### src/rtl/mips_ctrl_pkg.sv
// Shared encodings for the multicycle MIPS control unit: opcodes, FSM states
// and datapath mux select values.
package mips_ctrl_pkg;

  localparam logic [5:0] OP_RTYPE = 6'b000000;
  localparam logic [5:0] OP_LW    = 6'b100011;
  localparam logic [5:0] OP_SW    = 6'b101011;
  localparam logic [5:0] OP_BEQ   = 6'b000100;
  localparam logic [5:0] OP_J     = 6'b000010;
  localparam logic [5:0] OP_ADDI  = 6'b001000;
  localparam logic [5:0] OP_ANDI  = 6'b001100;
  localparam logic [5:0] OP_ORI   = 6'b001101;

  typedef enum logic [3:0] {
    StFetch  = 4'd0,
    StDecode = 4'd1,
    StMemAdr = 4'd2,
    StMemRd  = 4'd3,
    StMemWb  = 4'd4,
    StMemWr  = 4'd5,
    StExec   = 4'd6,
    StRwb    = 4'd7,
    StBranch = 4'd8,
    StImmEx  = 4'd9,
    StImmWb  = 4'd10,
    StJump   = 4'd11,
    StFault  = 4'd15
  } state_e;

  typedef enum logic [1:0] {
    AluAdd   = 2'b00,
    AluSub   = 2'b01,
    AluFunct = 2'b10,
    AluLogic = 2'b11
  } alu_op_e;

  typedef enum logic [1:0] {
    SrcBRt     = 2'b00,
    SrcBFour   = 2'b01,
    SrcBImm    = 2'b10,
    SrcBImmSh2 = 2'b11
  } alu_src_b_e;

  typedef enum logic [1:0] {
    PcAlu    = 2'b00,
    PcAluOut = 2'b01,
    PcJump   = 2'b10,
    PcRsvd   = 2'b11
  } pc_source_e;

  // States that stall on the memory ready handshake.
  function automatic logic is_wait_state(input state_e s);
    return (s == StFetch) || (s == StMemRd) || (s == StMemWr);
  endfunction

  // andi/ori zero-extend and use the opcode-selected logical ALU op.
  function automatic logic is_logic_imm(input logic [5:0] op);
    return (op == OP_ANDI) || (op == OP_ORI);
  endfunction

endpackage

### src/rtl/mem_watchdog.sv
// Counts consecutive memory-wait cycles and flags expiry one cycle before the
// limit would be exceeded, so the FSM can divert to FAULT on that edge.
module mem_watchdog
  import mips_ctrl_pkg::*;
#(
  parameter int unsigned TIMEOUT_CYCLES = 16,
  parameter int unsigned CNT_W          = 5
) (
  input  logic   clk,
  input  logic   rst,
  input  state_e state,
  input  logic   mem_ready,
  output logic   expired
);

  localparam int unsigned Last = (TIMEOUT_CYCLES == 0) ? 0 : TIMEOUT_CYCLES - 1;
  localparam logic [CNT_W-1:0] LastCnt = CNT_W'(Last);

  logic [CNT_W-1:0] cnt_q, cnt_d;
  logic             in_wait;

  always_comb begin
    in_wait = is_wait_state(state);
    cnt_d   = cnt_q;
    // Non-wait states hold the count at zero, so every wait state is entered
    // with a fresh count; saturating keeps a disabled watchdog at zero.
    if (!in_wait || mem_ready) begin
      cnt_d = '0;
    end else if (cnt_q != LastCnt) begin
      cnt_d = cnt_q + CNT_W'(1);
    end
    expired = (TIMEOUT_CYCLES != 0) && in_wait && !mem_ready && (cnt_q == LastCnt);
  end

  always_ff @(posedge clk) begin
    if (rst) begin
      cnt_q <= '0;
    end else begin
      cnt_q <= cnt_d;
    end
  end

endmodule

### src/rtl/multicycle_control.sv
// Multicycle MIPS control FSM: sequences fetch/decode/execute/memory/writeback
// with a memory ready handshake, wait watchdog and sticky fault flags.
module multicycle_control
  import mips_ctrl_pkg::*;
#(
  parameter int unsigned OPCODE_W       = 6,
  parameter int unsigned TIMEOUT_CYCLES = 16,
  parameter int unsigned CNT_W          = 5
) (
  input  logic                clk,
  input  logic                rst,
  input  logic [OPCODE_W-1:0] opcode,
  input  logic                mem_ready,
  output logic                pc_write,
  output logic                pc_write_cond,
  output logic                i_or_d,
  output logic                mem_read,
  output logic                mem_write,
  output logic                ir_write,
  output logic                mem_to_reg,
  output logic                reg_dst,
  output logic                reg_write,
  output logic                alu_src_a,
  output logic [1:0]          alu_src_b,
  output logic [1:0]          alu_op,
  output logic [1:0]          pc_source,
  output logic                sign_or_zero,
  output logic                retire,
  output logic                illegal_op,
  output logic                bus_error,
  output logic [3:0]          state
);

  state_e     state_q, state_d, out_st, dec_next;
  logic       illegal_q, bus_error_q;
  logic       dec_illegal;
  logic       expired;
  logic [5:0] op6;

  assign op6        = 6'(opcode);
  assign state      = state_q;
  assign illegal_op = illegal_q;
  assign bus_error  = bus_error_q;

  mem_watchdog #(
    .TIMEOUT_CYCLES(TIMEOUT_CYCLES),
    .CNT_W         (CNT_W)
  ) u_mem_watchdog (
    .clk      (clk),
    .rst      (rst),
    .state    (state_q),
    .mem_ready(mem_ready),
    .expired  (expired)
  );

  always_comb begin
    dec_next    = StFault;
    dec_illegal = 1'b0;
    case (op6)
      OP_LW, OP_SW:             dec_next = StMemAdr;
      OP_RTYPE:                 dec_next = StExec;
      OP_BEQ:                   dec_next = StBranch;
      OP_J:                     dec_next = StJump;
      OP_ADDI, OP_ANDI, OP_ORI: dec_next = StImmEx;
      default:                  dec_illegal = 1'b1;
    endcase
  end

  always_comb begin
    state_d = state_q;
    unique case (state_q)
      StFetch: begin
        if (mem_ready)    state_d = StDecode;
        else if (expired) state_d = StFault;
      end
      StDecode: state_d = dec_next;
      StMemAdr: state_d = (op6 == OP_LW) ? StMemRd : StMemWr;
      StMemRd: begin
        if (mem_ready)    state_d = StMemWb;
        else if (expired) state_d = StFault;
      end
      StMemWr: begin
        if (mem_ready)    state_d = StFetch;
        else if (expired) state_d = StFault;
      end
      StExec:  state_d = StRwb;
      StImmEx: state_d = StImmWb;
      StMemWb, StRwb, StBranch, StImmWb, StJump: state_d = StFetch;
      StFault: state_d = StFault;
      default: state_d = StFault;
    endcase
  end

  always_ff @(posedge clk) begin
    if (rst) begin
      state_q     <= StFetch;
      illegal_q   <= 1'b0;
      bus_error_q <= 1'b0;
    end else begin
      state_q <= state_d;
      if (state_q == StDecode && dec_illegal) illegal_q <= 1'b1;
      if (expired) bus_error_q <= 1'b1;
    end
  end

  always_comb begin
    // Reset presents FETCH mux selects; strobes are squashed below.
    out_st        = rst ? StFetch : state_q;
    pc_write      = 1'b0;
    pc_write_cond = 1'b0;
    i_or_d        = 1'b0;
    mem_read      = 1'b0;
    mem_write     = 1'b0;
    ir_write      = 1'b0;
    mem_to_reg    = 1'b0;
    reg_dst       = 1'b0;
    reg_write     = 1'b0;
    alu_src_a     = 1'b0;
    alu_src_b     = SrcBRt;
    alu_op        = AluAdd;
    pc_source     = PcAlu;
    sign_or_zero  = 1'b1;
    retire        = 1'b0;
    unique case (out_st)
      StFetch: begin
        mem_read  = 1'b1;
        alu_src_b = SrcBFour;
        ir_write  = mem_ready;
        pc_write  = mem_ready;
      end
      StDecode: alu_src_b = SrcBImmSh2;
      StMemAdr: begin
        alu_src_a = 1'b1;
        alu_src_b = SrcBImm;
      end
      StMemRd: begin
        mem_read = 1'b1;
        i_or_d   = 1'b1;
      end
      StMemWb: begin
        mem_to_reg = 1'b1;
        reg_write  = 1'b1;
        retire     = 1'b1;
      end
      StMemWr: begin
        mem_write = 1'b1;
        i_or_d    = 1'b1;
        retire    = mem_ready;
      end
      StExec: begin
        alu_src_a = 1'b1;
        alu_op    = AluFunct;
      end
      StRwb: begin
        reg_dst   = 1'b1;
        reg_write = 1'b1;
        retire    = 1'b1;
      end
      StBranch: begin
        alu_src_a     = 1'b1;
        alu_op        = AluSub;
        pc_write_cond = 1'b1;
        pc_source     = PcAluOut;
        retire        = 1'b1;
      end
      StImmEx: begin
        alu_src_a    = 1'b1;
        alu_src_b    = SrcBImm;
        alu_op       = is_logic_imm(op6) ? AluLogic : AluAdd;
        sign_or_zero = !is_logic_imm(op6);
      end
      StImmWb: begin
        reg_write    = 1'b1;
        retire       = 1'b1;
        sign_or_zero = !is_logic_imm(op6);
      end
      StJump: begin
        pc_write  = 1'b1;
        pc_source = PcJump;
        retire    = 1'b1;
      end
      default: ;
    endcase
    if (rst) begin
      pc_write      = 1'b0;
      pc_write_cond = 1'b0;
      ir_write      = 1'b0;
      mem_read      = 1'b0;
      mem_write     = 1'b0;
      reg_write     = 1'b0;
      retire        = 1'b0;
    end
  end

endmodule

### config.mk
export PLATFORM = sky130hd
export DESIGN_NAME = multicycle_control
export DESIGN_NICKNAME = d
export VERILOG_FILES = /design/src/rtl/mips_ctrl_pkg.sv /design/src/rtl/mem_watchdog.sv /design/src/rtl/multicycle_control.sv
export SDC_FILE = /design/constraint.sdc
export NUM_CORES = 1
export LEC_CHECK = 0
export BUFFER_PORTS_ARGS = -buffer_cell sky130_fd_sc_hd__buf_2
export CAP_MARGIN = 20
export CORE_MARGIN = 3
export CORE_UTILIZATION = 25
export CTS_BUF_LIST = sky130_fd_sc_hd__clkbuf_16
export DETAILED_ROUTE_END_ITERATION = 10
export GPL_ROUTABILITY_DRIVEN = 0
export GPL_TIMING_DRIVEN = 0
export SLEW_MARGIN = 30
export SYNTH_ARGS = -nofsm -noshare
export SYNTH_HDL_FRONTEND = slang
export SYNTH_SLANG_ARGS = --single-unit
### constraint.sdc
create_clock -name clk -period 3.4 [get_ports clk]
set_input_delay 0.51 -clock clk [delete_from_list [all_inputs] [get_ports clk]]
set_output_delay 0.51 -clock clk [all_outputs]
set_load 0.1 [all_outputs]
Yosys cells after proc, flatten, opt, wreduce, memory -nomap -nowiden
Index checks and enable logic that the tools add are counted.
{"block": "totals", "regBits": 11, "out_inout_bits": 24, "wordCells": 93, "inputBits": 9}
{"block": "op_classes", "addsub": 1, "mux": 32, "reduce_logical": 25, "n_eq_ne": 31}
{"op": "4-bit by 3-bit == test with 1-bit output (second input constant)", "n": 8}
{"op": "4-bit == test (second input constant)", "n": 8}
{"op": "4-bit one-hot mux with 8 select lines", "n": 1}
{"op": "4-bit two-way mux", "n": 5}
{"op": "4-bit one-hot mux with 5 select lines", "n": 1}
{"op": "6-bit by 4-bit == test with 1-bit output (second input constant)", "n": 3}
{"op": "1-bit two-way mux", "n": 18}
{"op": "4-bit by 2-bit == test with 1-bit output (second input constant)", "n": 4}
{"op": "6-bit == test (second input constant)", "n": 2}
{"op": "2-bit one-hot mux with 3 select lines", "n": 2}
{"op": "2-bit OR reduction", "n": 6}
{"op": "5-bit OR reduction", "n": 2}
{"op": "4-bit by 1-bit == test with 1-bit output (second input constant)", "n": 2}
{"op": "4-bit zero test", "n": 2}
{"op": "8-bit OR reduction", "n": 1}
{"op": "6-bit by 2-bit == test with 1-bit output (second input constant)", "n": 1}
{"op": "6-bit by 3-bit == test with 1-bit output (second input constant)", "n": 1}
{"op": "6-bit zero test", "n": 1}
{"op": "3-bit OR reduction", "n": 2}
{"op": "5-bit by 1-bit adder with 5-bit output (second input constant)", "n": 1}
{"op": "5-bit by 4-bit == test with 1-bit output (second input constant)", "n": 1}
{"op": "5-bit by 4-bit != test with 1-bit output (second input constant)", "n": 1}
{"op": "1-bit logical OR", "n": 4}
{"op": "1-bit one-hot mux with 2 select lines", "n": 2}
{"op": "other kinds (6)", "n": 10}

Longest topological paths before layout
Gate-level depths: netlist of run 1.
{"block": "logic_depth", "word_depth": 8, "mapped_depth": 8, "depth_no_buf": 7}

Cells and area by module
A second synthesis of run 1 with hierarchy kept.
{"block": "hier_totals", "hier_cells": 140, "hier_area_um2": 1062.3}
{"mod": "multicycle_control", "area_per_inst_um2": 785.8, "instances": 1, "seq_area_each_um2": 120.1, "cells_each": 109}
{"mod": "mem_watchdog", "area_per_inst_um2": 276.5, "instances": 1, "seq_area_each_um2": 100.1, "cells_each": 31}

Least setup slack after synthesis of run 1
Ideal clock, no wire load.
{"block": "synth_timing", "kind": "register to output", "from": "register state_q[1] (netlist: state[1])", "to": "output retire", "setup_slack_ns": -3.278, "t_required_ns": 2.890, "path_stages_with_launch": 5, "arrival_ns": 6.168, "path_cell_list": "dfxtp_1 buf_2 or2b_4 a21oi_1 a2111oi_0"}
{"block": "synth_between", "elab_chain_cells": 5}
{"item": "start: declaration", "line": "multicycle_control.sv:34", "rtl": "state_e state_q, state_d, out_st, dec_next;"}
{"item": "start signal: assignment", "line": "multicycle_control.sv:96", "rtl": "state_q <= StFetch;"}
{"item": "start signal: assignment", "line": "multicycle_control.sv:100", "rtl": "state_q <= state_d;"}
{"item": "4-bit two-way mux *", "line": "multicycle_control.sv:108", "rtl": "out_st = rst ? StFetch : state_q;"}
{"item": "4-bit == test or 4-bit by 3-bit == test with 1-bit output (tied branches)", "line": "multicycle_control.sv:124", "rtl": "unique case (out_st)"}
{"item": "5-bit OR reduction (no line)"}
{"item": "1-bit one-hot mux with 2 select lines *", "line": "multicycle_control.sv:124"}
{"item": "1-bit two-way mux *", "line": "multicycle_control.sv:184", "rtl": "if (rst) begin"}
{"item": "end: declaration", "line": "multicycle_control.sv:28", "rtl": "output logic retire,"}
Mark *: on every way between the ends. The rest lies on a longest branch, timed or not.

Worst setup path after layout of run 1
{"block": "layout_timing", "from": "input opcode[1]", "to": "output alu_op[1]"}
{"block": "layout_between", "elab_chain_cells": 4}
{"item": "start: declaration", "line": "multicycle_control.sv:12", "rtl": "input logic [OPCODE_W-1:0] opcode,"}
{"item": "6-bit by 4-bit == test with 1-bit output", "line": "mips_ctrl_pkg.sv:58", "rtl": "return (op == OP_ANDI) || (op == OP_ORI);"}
{"item": "1-bit logical OR *", "line": "mips_ctrl_pkg.sv:58"}
{"item": "2-bit two-way mux *", "line": "multicycle_control.sv:169", "rtl": "alu_op = is_logic_imm(op6) ? AluLogic : AluAdd;"}
{"item": "2-bit one-hot mux with 3 select lines *", "line": "multicycle_control.sv:124"}
{"item": "end: declaration", "line": "multicycle_control.sv:25", "rtl": "output logic [1:0] alu_op,"}
Marked as above.

==> results of run 1 <==
-- routing by layer --
layer / up-vias / share of wire [%] / GRT usage (%)
met5: - / 0 / 0
li1: 570 / - / -
met1: 481 / 50 / 15.88
met3: 2 / 7.1 / 2.273
met4: 0 / 1.0 / 3.132
met2: 34 / 42 / 16.17
-- final timing paths --
path | startpoint | endpoint | slack [ps] | cells past startpoint
worst max-delay path | opcode[1] | alu_op[1] | 900 | 6
worst min-delay path | illegal_op$_SDFFE_PP0P_ | illegal_op$_SDFFE_PP0P_ | 450 | 2
worst max register to register | u_mem_watchdog.cnt_q[0]$_SDFFE_PP0P_ | state[1]$_SDFF_PP0_ | 1630 | 8
worst min register to register | illegal_op$_SDFFE_PP0P_ | illegal_op$_SDFFE_PP0P_ | 450 | 2
-- flip-flops by register name, indices dropped and copies added (netlist names) --
register / flops
bus_error: 1
illegal_op: 1
u_mem_watchdog.cnt_q: 5
state: 4
-- layout make-up --
class	instances	area share, %
clock buffers	3	5.348
well taps	48	4.278
repair buffers	29	10.34
multi-input cells	110	55.08
plain buffers	14	8.200
clock inverters	1	0.2674
flip-flops and latches	11	15.69
inverters	3	0.8021
-- logic make-up after synthesis --
kind of cell               synth area share (%)
and+or+nand+nor                           35.28
AOI/OAI and AO/OA                         23.24
buffers and inverters                     12.04
DFF                                       20.98
xor gates and xnor gates                  4.172
muxes                                     1.907
adders and majority gates                 2.383
-- stage by stage --
step / instance area (sq um) / utilization (%) / hold slack (ps) / std cells / setup slack, ps
after floorplan: 1120 / - / 458.5 / 138 / -649.1
after global placement: 1325 / 34.38 / 449.6 / 215 / 912.9
after detailed placement: 1325 / 34.38 / 440.9 / 215 / 912.8
after CTS: 1404 / 36.43 / 451.4 / 219 / 910.0
after global routing: 1404 / 36.43 / 471.1 / 219 / 805.6
final: 1404 / 36.43 / 451.6 / 219 / 896.5
-- placed cells by master, fill, tap and decap left out, types with 5 or more instances in the layout --
cell / instances
sky130_fd_sc_hd__nand2_1: 5
sky130_fd_sc_hd__buf_2: 35
sky130_fd_sc_hd__a21oi_1: 6
sky130_fd_sc_hd__dfxtp_1: 11
sky130_fd_sc_hd__nor2_1: 17
sky130_fd_sc_hd__nor3_2: 5
sky130_fd_sc_hd__o21ai_0: 6
-- worst reg2reg max path, delay by kind of cell (launching register included) --
family	cells	cell delay, ps
DFF	1	360
adders and majority gates	2	300
and+or+nand+nor	3	540
AOI/OAI and AO/OA	2	280
buffers and inverters	1	200
==> qor_table.md, run 1 <==
| Step | Quantity | This run |
| --- | --- | --- |
| logic synthesis | Syn Inst Count | 138 |
| clocking | TritonCTS clock tree | done |
| setup path | Max stage delay on crit path | 420 ps |
| placement | HPWL after detailed placement | 2.054 mm |
| placement | Count of buffers inserted at the top-level ports | 29 |
| setup path | Bufs and invs on worst path | 2 |
| logic synthesis | Most instantiated library cell after synthesis | sky130_fd_sc_hd__nor2_1 |
| timing | Tightest Pin Transition | 503.8 ps |
| floorplanning | Die outline area | 5013 sq um |
| timing | Aggregate negative setup slack | 0 ps |
| flow run | Number of max-cap violations | 0 |
| logic synthesis | Register bit total from synthesis | 11 |
| setup path | Kind of critical path | in2out |
| clocking | Clock network latency to the later pin of the worst-skew pair | 240 ps |
| floorplanning | Die height | 70.80 um |
| setup path | Data arrival time of the critical path | 1990 ps |
| detailed routing | Vias | 1087 |
| setup path | Most frequent cell on the critical path | sky130_fd_sc_hd__buf_2 |
| clocking | # Post-CTS Setup Buffers | 0 |
| logic synthesis | Syn Std Cell Area | 1050 sq um |
| clocking | Gates resized, CTS repair | 0 |
| timing | Number of endpoints with negative hold slack in the final report | 0 |
| final layout | Share of final-layout standard cells stronger than drive strength 1 | 36.26% |
| clocking | Clock-pin transition on the worst setup and hold timing paths | 50 ps |
| floorplanning | Site Rows | 22 |
| timing | Number of max-slew violations in the final report | 0 |
| logic synthesis | Synthesized area divided by synthesized cell count | 7.607 sq um |
| timing | Post-route clock period utilization | 73.63% |
| timing | Minimum period implied by the final worst setup slack | 2503 ps |
| setup path | Nature of the critical path endpoint | output pin |
| final layout | Syn-to-layout area delta | 33.73% |
| logic synthesis | Most used flip-flop cell after synthesis | sky130_fd_sc_hd__dfxtp_1 |
| global routing | Wire length of the first global-routing pass | 4.581 mm |
| timing | Setup-violating endpoint count in the final report | 0 |
| detailed routing | 1st-iter DRT viols | 21 |
| logic synthesis | Number of synthesized flops with an enable pin | 0 |
| final layout | Fillcell total | 425 |
| setup path | Worst path cell trace | buf_2 -> nor3_2 -> nand3_1 -> o32a_1 -> nor2_1 -> buf_2 |
| global routing | Largest net degree at the start of global routing | 11 |
| hold path | Min-delay worst type | reg2reg |
| detailed routing | First-pass iteration count of the detailed router | 4 |
| logic synthesis | Biggest area consumer among synthesized cells | sky130_fd_sc_hd__dfxtp_1 |
| clocking | Clock net sink count | 11 |
| logic synthesis | Number of different library cells in the post-synthesis netlist | 50 |
| timing | Unrepaired setup endpoints after global routing | false |
| detailed routing | Per-cell routed wire length | 12.33 um |
| logic synthesis | Post-synth ARST share | 0% |
| clocking | Inserted Clock Buffers | 3 |
| setup path | Master of the slowest instance on the critical path | sky130_fd_sc_hd__buf_2 |
| clocking | Hold bufs inserted after CTS | 0 |
| clocking | Clock Path Buffers | 2 |
| detailed routing | Antenna Nets Post-Route | 0 |
| logic synthesis | Number of warning messages in the yosys log | 0 |
| timing | Max Clk Rate | 0.3994 GHz |
| setup path | Kind of cell adding the most delay to the critical path | buffers and inverters |
| timing | Remaining max-slew budget at the tightest pin | 66.41% |
| logic synthesis | Synth cell count leaders | sky130_fd_sc_hd__nor2_1 (18), sky130_fd_sc_hd__dfxtp_1 (11), sky130_fd_sc_hd__nor3_1 (8) |
| final layout | Number of inserted diodes | 0 |
| logic synthesis | Largest cells by area after synthesis | sky130_fd_sc_hd__dfxtp_1 (21%), sky130_fd_sc_hd__nor2_1 (6.4%), sky130_fd_sc_hd__clkbuf_8 (5.2%), sky130_fd_sc_hd__nor3_1 (3.8%), sky130_fd_sc_hd__nor2b_1 (3.0%) |
| final layout | Sequential cell area | 220.2 sq um |
| timing | Worst setup skew after layout | 3.862 ps |
| detailed routing | Wirelength, routed | 2.701 mm |
| logic synthesis | Net count of the mapped netlist | 149 |
| final layout | Net count, final | 183 |
| run status | Outcome | completed |
| floorplanning | Horizontal die dimension | 70.80 um |
| global routing | Initial antenna violation count | 0 |
| global routing | Via count of the first global-routing pass | 967 |
| floorplanning | Initial Utilization | 27.24% |
| global routing | Aggregate global routing overflow | 0 |
| detailed routing | Mean number of vias per cell | 4.963 |
| logic synthesis | Post-synthesis sequential area ratio | 20.98% |
| clocking | Root buf cell | sky130_fd_sc_hd__clkbuf_16 |
| detailed routing | Post-detailed-route DRC marker count | 0 |
| setup path | Startpoint class of the critical path | primary input |
| final layout | Multi-input logic area | 773.2 sq um |
| floorplanning | Num ports | 33 |
| floorplanning | Core region area | 3854 sq um |
| clocking | CTS H-tree lvls | 1 |
| setup path | Peak fanout along the critical path | 6 |
| global routing | Total routing resource utilization after global routing | 10.92% |
| setup path | Required time at the worst-slack endpoint | 2890 ps |
| logic synthesis | Area fraction of the dominant cell type after synthesis | 20.98% |
Power of run 1 is left out: the tool's default activity adds up to more than one toggle a clock period on the data nets, which glitch-free logic cannot reach.
==> run 2, diff against run 1 <==
Settings changed: ABC_AREA set to 1.
Clock period 3.4 ns to 2.2 ns, I/O delays scaled along.
==> run 2 against run 1 <==
  * Area after synthesis shrank 10%
  * Via count shrank 3.5%
  * Synthesized cell count grew 20%
  * Critical path type is now reg2out
  * Largest cell class unchanged
==> qor_table.md, run 2 <==
| Step | Quantity | This run | Change |
| --- | --- | --- | --- |
| floorplanning | Site Rows | 21 | was 22 |
| clocking | Clock-pin transition on the worst setup and hold timing paths | 40 ps | was 50 ps |
| detailed routing | Post-detailed-route DRC marker count | 0 | unchanged |
| setup path | Startpoint class of the critical path | flop | was primary input |
| final layout | Fillcell total | 375 | was 425 |
| detailed routing | 1st-iter DRT viols | 70 | was 21 |
| timing | Setup-violating endpoint count in the final report | 0 | unchanged |
| timing | Minimum period implied by the final worst setup slack | 2060 ps |  |
| logic synthesis | Most used flip-flop cell after synthesis | sky130_fd_sc_hd__dfxtp_1 | unchanged |
| logic synthesis | Number of warning messages in the yosys log | 0 | unchanged |
| detailed routing | Per-cell routed wire length | 10.09 um | was 12.33 um |
| clocking | Clock network latency to the later pin of the worst-skew pair | 240 ps | about the same |
| clocking | Inserted Clock Buffers | 3 | unchanged |
| clocking | CTS H-tree lvls | 1 | unchanged |
| logic synthesis | Post-synthesis sequential area ratio | 23.31% | was 20.98% |
| clocking | Root buf cell | sky130_fd_sc_hd__clkbuf_16 | unchanged |
| setup path | Nature of the critical path endpoint | output pin | unchanged |
| flow run | Number of max-cap violations | 0 | unchanged |
| placement | Total placed cells including tap cells | 242 | was 215 |
| final layout | Count of non-filler cells in the finished layout | 246 | was 219 |
| detailed routing | Mean number of vias per cell | 4.264 | was 4.963 |
| timing | Setup ws final | 140.1 ps | was 896.5 ps |
| detailed routing | Max Used Layer | met4 | unchanged |
| timing | Worst setup skew after layout | 0.4724 ps | was 3.862 ps |
| logic synthesis | Area share of fa/ha/maj cells after synthesis | 2.649% | was 2.384% |
| logic synthesis | Synthesized area divided by synthesized cell count | 5.725 sq um | was 7.607 sq um |
| logic synthesis | Multiplexer fraction of the synthesized cell area | 0% | was 1.907% |
| clocking | Clock Path Buffers | 2 | unchanged |
| setup path | Worst Reg-to-Reg Cells | 7 | was 8 |
| final layout | Number of inserted diodes | 0 | unchanged |
| timing | Tightest Pin Transition | 500.6 ps | was 503.8 ps |
| placement | Count of buffers inserted at the top-level ports | 31 | was 29 |
| floorplanning | Horizontal die dimension | 67.47 um | was 70.80 um |
| setup path | Required time at the worst-slack endpoint | 1870 ps | was 2890 ps |
| final layout | Syn-to-layout area delta | 43.05% | was 33.73% |
| timing | Max Clk Rate | 0.4855 GHz |  |
| setup path | FF-to-FF setup slack | 610 ps | was 1630 ps |
| setup path | Worst setup endpoint | retire | was alu_op[1] |
| final layout | Share of final-layout standard cells stronger than drive strength 1 | 35.50% | was 36.26% |
| floorplanning | Initial Utilization | 27.03% | was 27.24% |
| global routing | Via count of the first global-routing pass | 952 | was 967 |
| global routing | Initial antenna violation count | 0 | unchanged |
| logic synthesis | Net count of the mapped netlist | 176 | was 149 |
| floorplanning | Core region area | 3495 sq um | was 3854 sq um |
| logic synthesis | Post-Synth XOR/XNOR Area | 1.854% | was 4.172% |
| setup path | Launch point of the critical path | state[3]$_SDFF_PP0_ | was opcode[1] |
| detailed routing | Detailed-routing wirelength on met1 | 1.187 mm | was 1.337 mm |
| setup path | Kind of critical path | reg2out | was in2out |
| final layout | Commonest non-fill, non-tap cell in the layout | sky130_fd_sc_hd__nand2_1 | was sky130_fd_sc_hd__buf_2 |
| setup path | Worst path cell trace | inv_2 -> nor2_2 -> inv_1 -> nor2_1 -> inv_2 -> nor2_1 -> nor3_2 -> nand4_1 -> clkbuf_4 | was buf_2 -> nor3_2 -> nand3_1 -> o32a_1 -> nor2_1 -> buf_2 |
| floorplanning | Die outline area | 4552 sq um | was 5013 sq um |
| timing | Remaining max-slew budget at the tightest pin | 66.86% | was 66.41% |
| detailed routing | Antenna Nets Post-Route | 0 | unchanged |
| logic synthesis | Register bit total from synthesis | 11 | unchanged |
| timing | Post-route clock period utilization | 93.63% |  |
| timing | Number of endpoints with negative hold slack in the final report | 0 | unchanged |
| logic synthesis | Syn Inst Count | 165 | was 138 |
| final layout | Net count, final | 212 | was 183 |
| setup path | Master of the slowest instance on the critical path | sky130_fd_sc_hd__dfxtp_4 | was sky130_fd_sc_hd__buf_2 |
| logic synthesis | Post-synth ARST share | 0% | unchanged |
| logic synthesis | Biggest area consumer among synthesized cells | sky130_fd_sc_hd__dfxtp_1 | unchanged |
| logic synthesis | Dominant combinational cell family by area after synthesis | simple AND/OR/NAND/NOR gates | unchanged |
| setup path | Max stage delay on crit path | 370 ps | was 420 ps |
| logic synthesis | Simple-gate portion of the synthesized area | 46.89% | was 35.28% |
| setup path | Reg-to-reg critical path startpoint | u_mem_watchdog.cnt_q[0]$_SDFFE_PP0P_ | unchanged |
| timing | Number of max-slew violations in the final report | 0 | unchanged |
| setup path | End of the worst register-to-register path | u_mem_watchdog.cnt_q[3]$_SDFFE_PP0P_ | was state[1]$_SDFF_PP0_ |
| run status | Outcome | completed | unchanged |
| logic synthesis | Share of the synthesized area in compound gates (AO/OA/AOI/OAI) | 10.60% | was 23.24% |
| global routing | Aggregate global routing overflow | 0 | unchanged |
| detailed routing | Wirelength, routed | 2.483 mm | was 2.701 mm |
| floorplanning | Num ports | 33 | unchanged |
| timing | Unrepaired setup endpoints after global routing | false | unchanged |
| global routing | Total routing resource utilization after global routing | 11.87% | was 10.92% |
| floorplanning | Die height | 67.47 um | was 70.80 um |
| global routing | Wire length of the first global-routing pass | 4.098 mm | was 4.581 mm |
| global routing | Largest net degree at the start of global routing | 11 | unchanged |
| timing | Hold Worst Slack | 359.5 ps | was 451.6 ps |
| placement | Post-Place Worst Slack | 254.0 ps | was 912.8 ps |
| logic synthesis | Area fraction of the dominant cell type after synthesis | 23.31% | was 20.98% |
| final layout | Top library cells by usage in the layout, fill and taps aside | sky130_fd_sc_hd__nand2_1 (32), sky130_fd_sc_hd__inv_1 (31), sky130_fd_sc_hd__nor2_1 (26), sky130_fd_sc_hd__buf_2 (25), sky130_fd_sc_hd__nand3_1 (10) | was sky130_fd_sc_hd__buf_2 (35), sky130_fd_sc_hd__nor2_1 (17), sky130_fd_sc_hd__dfxtp_1 (11), sky130_fd_sc_hd__o21ai_0 (6), sky130_fd_sc_hd__a21oi_1 (6) |
| logic synthesis | Syn Std Cell Area | 944.7 sq um | was 1050 sq um |
| logic synthesis | Largest cells by area after synthesis | sky130_fd_sc_hd__dfxtp_1 (23%), sky130_fd_sc_hd__inv_1 (14%), sky130_fd_sc_hd__nor2_1 (14%), sky130_fd_sc_hd__nand2_1 (13%), sky130_fd_sc_hd__nand3_1 (5.8%) | was sky130_fd_sc_hd__dfxtp_1 (21%), sky130_fd_sc_hd__nor2_1 (6.4%), sky130_fd_sc_hd__clkbuf_8 (5.2%), sky130_fd_sc_hd__nor3_1 (3.8%), sky130_fd_sc_hd__nor2b_1 (3.0%) |
| hold path | Min-delay worst type | in2reg | was reg2reg |
| logic synthesis | Number of synthesized flops with an enable pin | 0 | unchanged |
| clocking | Hold bufs inserted after CTS | 0 | unchanged |
| setup path | Peak fanout along the critical path | 7 | was 6 |
| detailed routing | Detailed route wirelength on metal3 | 136 um | was 193 um |
| detailed routing | Detailed-routed wire length on met2 | 1.118 mm | was 1.141 mm |
| logic synthesis | Synth cell count leaders | sky130_fd_sc_hd__inv_1 (34), sky130_fd_sc_hd__nor2_1 (34), sky130_fd_sc_hd__nand2_1 (33) | was sky130_fd_sc_hd__nor2_1 (18), sky130_fd_sc_hd__dfxtp_1 (11), sky130_fd_sc_hd__nor3_1 (8) |
| detailed routing | Vias | 1049 | was 1087 |
| detailed routing | First-pass iteration count of the detailed router | 4 | unchanged |
| clocking | TritonCTS clock tree | done | unchanged |
| final layout | Number of flip-flops under the largest register name | 5 | unchanged |
| clocking | Clock net sink count | 11 | unchanged |
| logic synthesis | Number of different library cells in the post-synthesis netlist | 24 | was 50 |
| final layout | Register ranked first by flip-flop count | u_mem_watchdog.cnt_q | unchanged |
| setup path | Data arrival time of the critical path | 1730 ps | was 1990 ps |
| placement | HPWL after detailed placement | 2.049 mm | was 2.054 mm |
==> run 2: cell types whose count changed after synthesis, sizes merged, moves of 6 or more <==
cell / previous run / this run
nand3: 3 / 13
nor3: 9 / 3
nor2: 19 / 37
clkbuf: 6 / 0
inv: 3 / 35
nand2: 5 / 35
buf: 8 / 1
==> run 2: how the worst min path moves through the flow <==
stage | startpoint | endpoint | cells past startpoint
final | rst | state[1]$_SDFF_PP0_ | 2
after global routing | rst | bus_error$_SDFFE_PP0P_ | 2
after CTS | rst | state[1]$_SDFF_PP0_ | 2
after detailed placement | bus_error$_SDFFE_PP0P_ | bus_error$_SDFFE_PP0P_ | 2
after global placement | illegal_op$_SDFFE_PP0P_ | illegal_op$_SDFFE_PP0P_ | 2
after floorplan | u_mem_watchdog.cnt_q[1]$_SDFFE_PP0P_ | u_mem_watchdog.cnt_q[1]$_SDFFE_PP0P_ | 2
==> run 2: cell families (layout without fill, tap and decap cells) <==
| group | after synthesis | count (layout) |
|---|---|---|
| and+or+nand+nor | 96 | 96 |
| buffers and inverters | 36 | 71 |
| AOI/OAI and AO/OA | 18 | 18 |
| DFF | 11 | 11 |
| adders and majority gates | 2 | 2 |
| xor gates and xnor gates | 2 | 2 |
==> run 2: cell type report <==
type / instances / area (sq um) / share of cell area, %
Inverter: 35 / 133.9 / 9.907
Sequential cell: 11 / 235.2 / 17.41
Timing Repair Buffer: 31 / 170.2 / 12.59
Multi-Input combinational cell: 118 / 668.1 / 49.44
Clock buffer: 3 / 75.07 / 5.556
Clock inverter: 1 / 3.754 / 0.2778
Tap cell: 46 / 57.56 / 4.259
Buffer: 1 / 7.507 / 0.5556
==> run 2: critical path, delay by kind of cell (launching register included) <==
kind	cells	cell delay, ps
buf+inv	4	530
simple gates	5	590
flops	1	370
==> run 2: repair_timing <==
item	4_1_cts	5_1_grt
setup buffers	0	0
setup endpoints to repair	1	6
gates resized for setup	1	6
gates cloned	0	0
==> run 2: per-layer routing <==
metal | vias to the layer above | GRT usage (%)
li1 | 589 | -
met1 | 427 | 14.91
met2 | 28 | 19.68
met3 | 5 | 1.997
met4 | 0 | 5.316
met5 | - | 0
==> run 2: metrics by stage <==
| step | instance area [sq um] | utilization, % | TNS (ps) |
|---|---|---|---|
| floorplan | 1042 | - | -1603 |
| global placement | 1255 | 35.91 | 0 |
| detailed placement | 1255 | 35.91 | 0 |
| CTS | 1336 | 38.24 | 0 |
| global route | 1351 | 38.67 | 0 |
| finish | 1351 | 38.67 | 0 |
Power of run 2 is left out for the same reason.
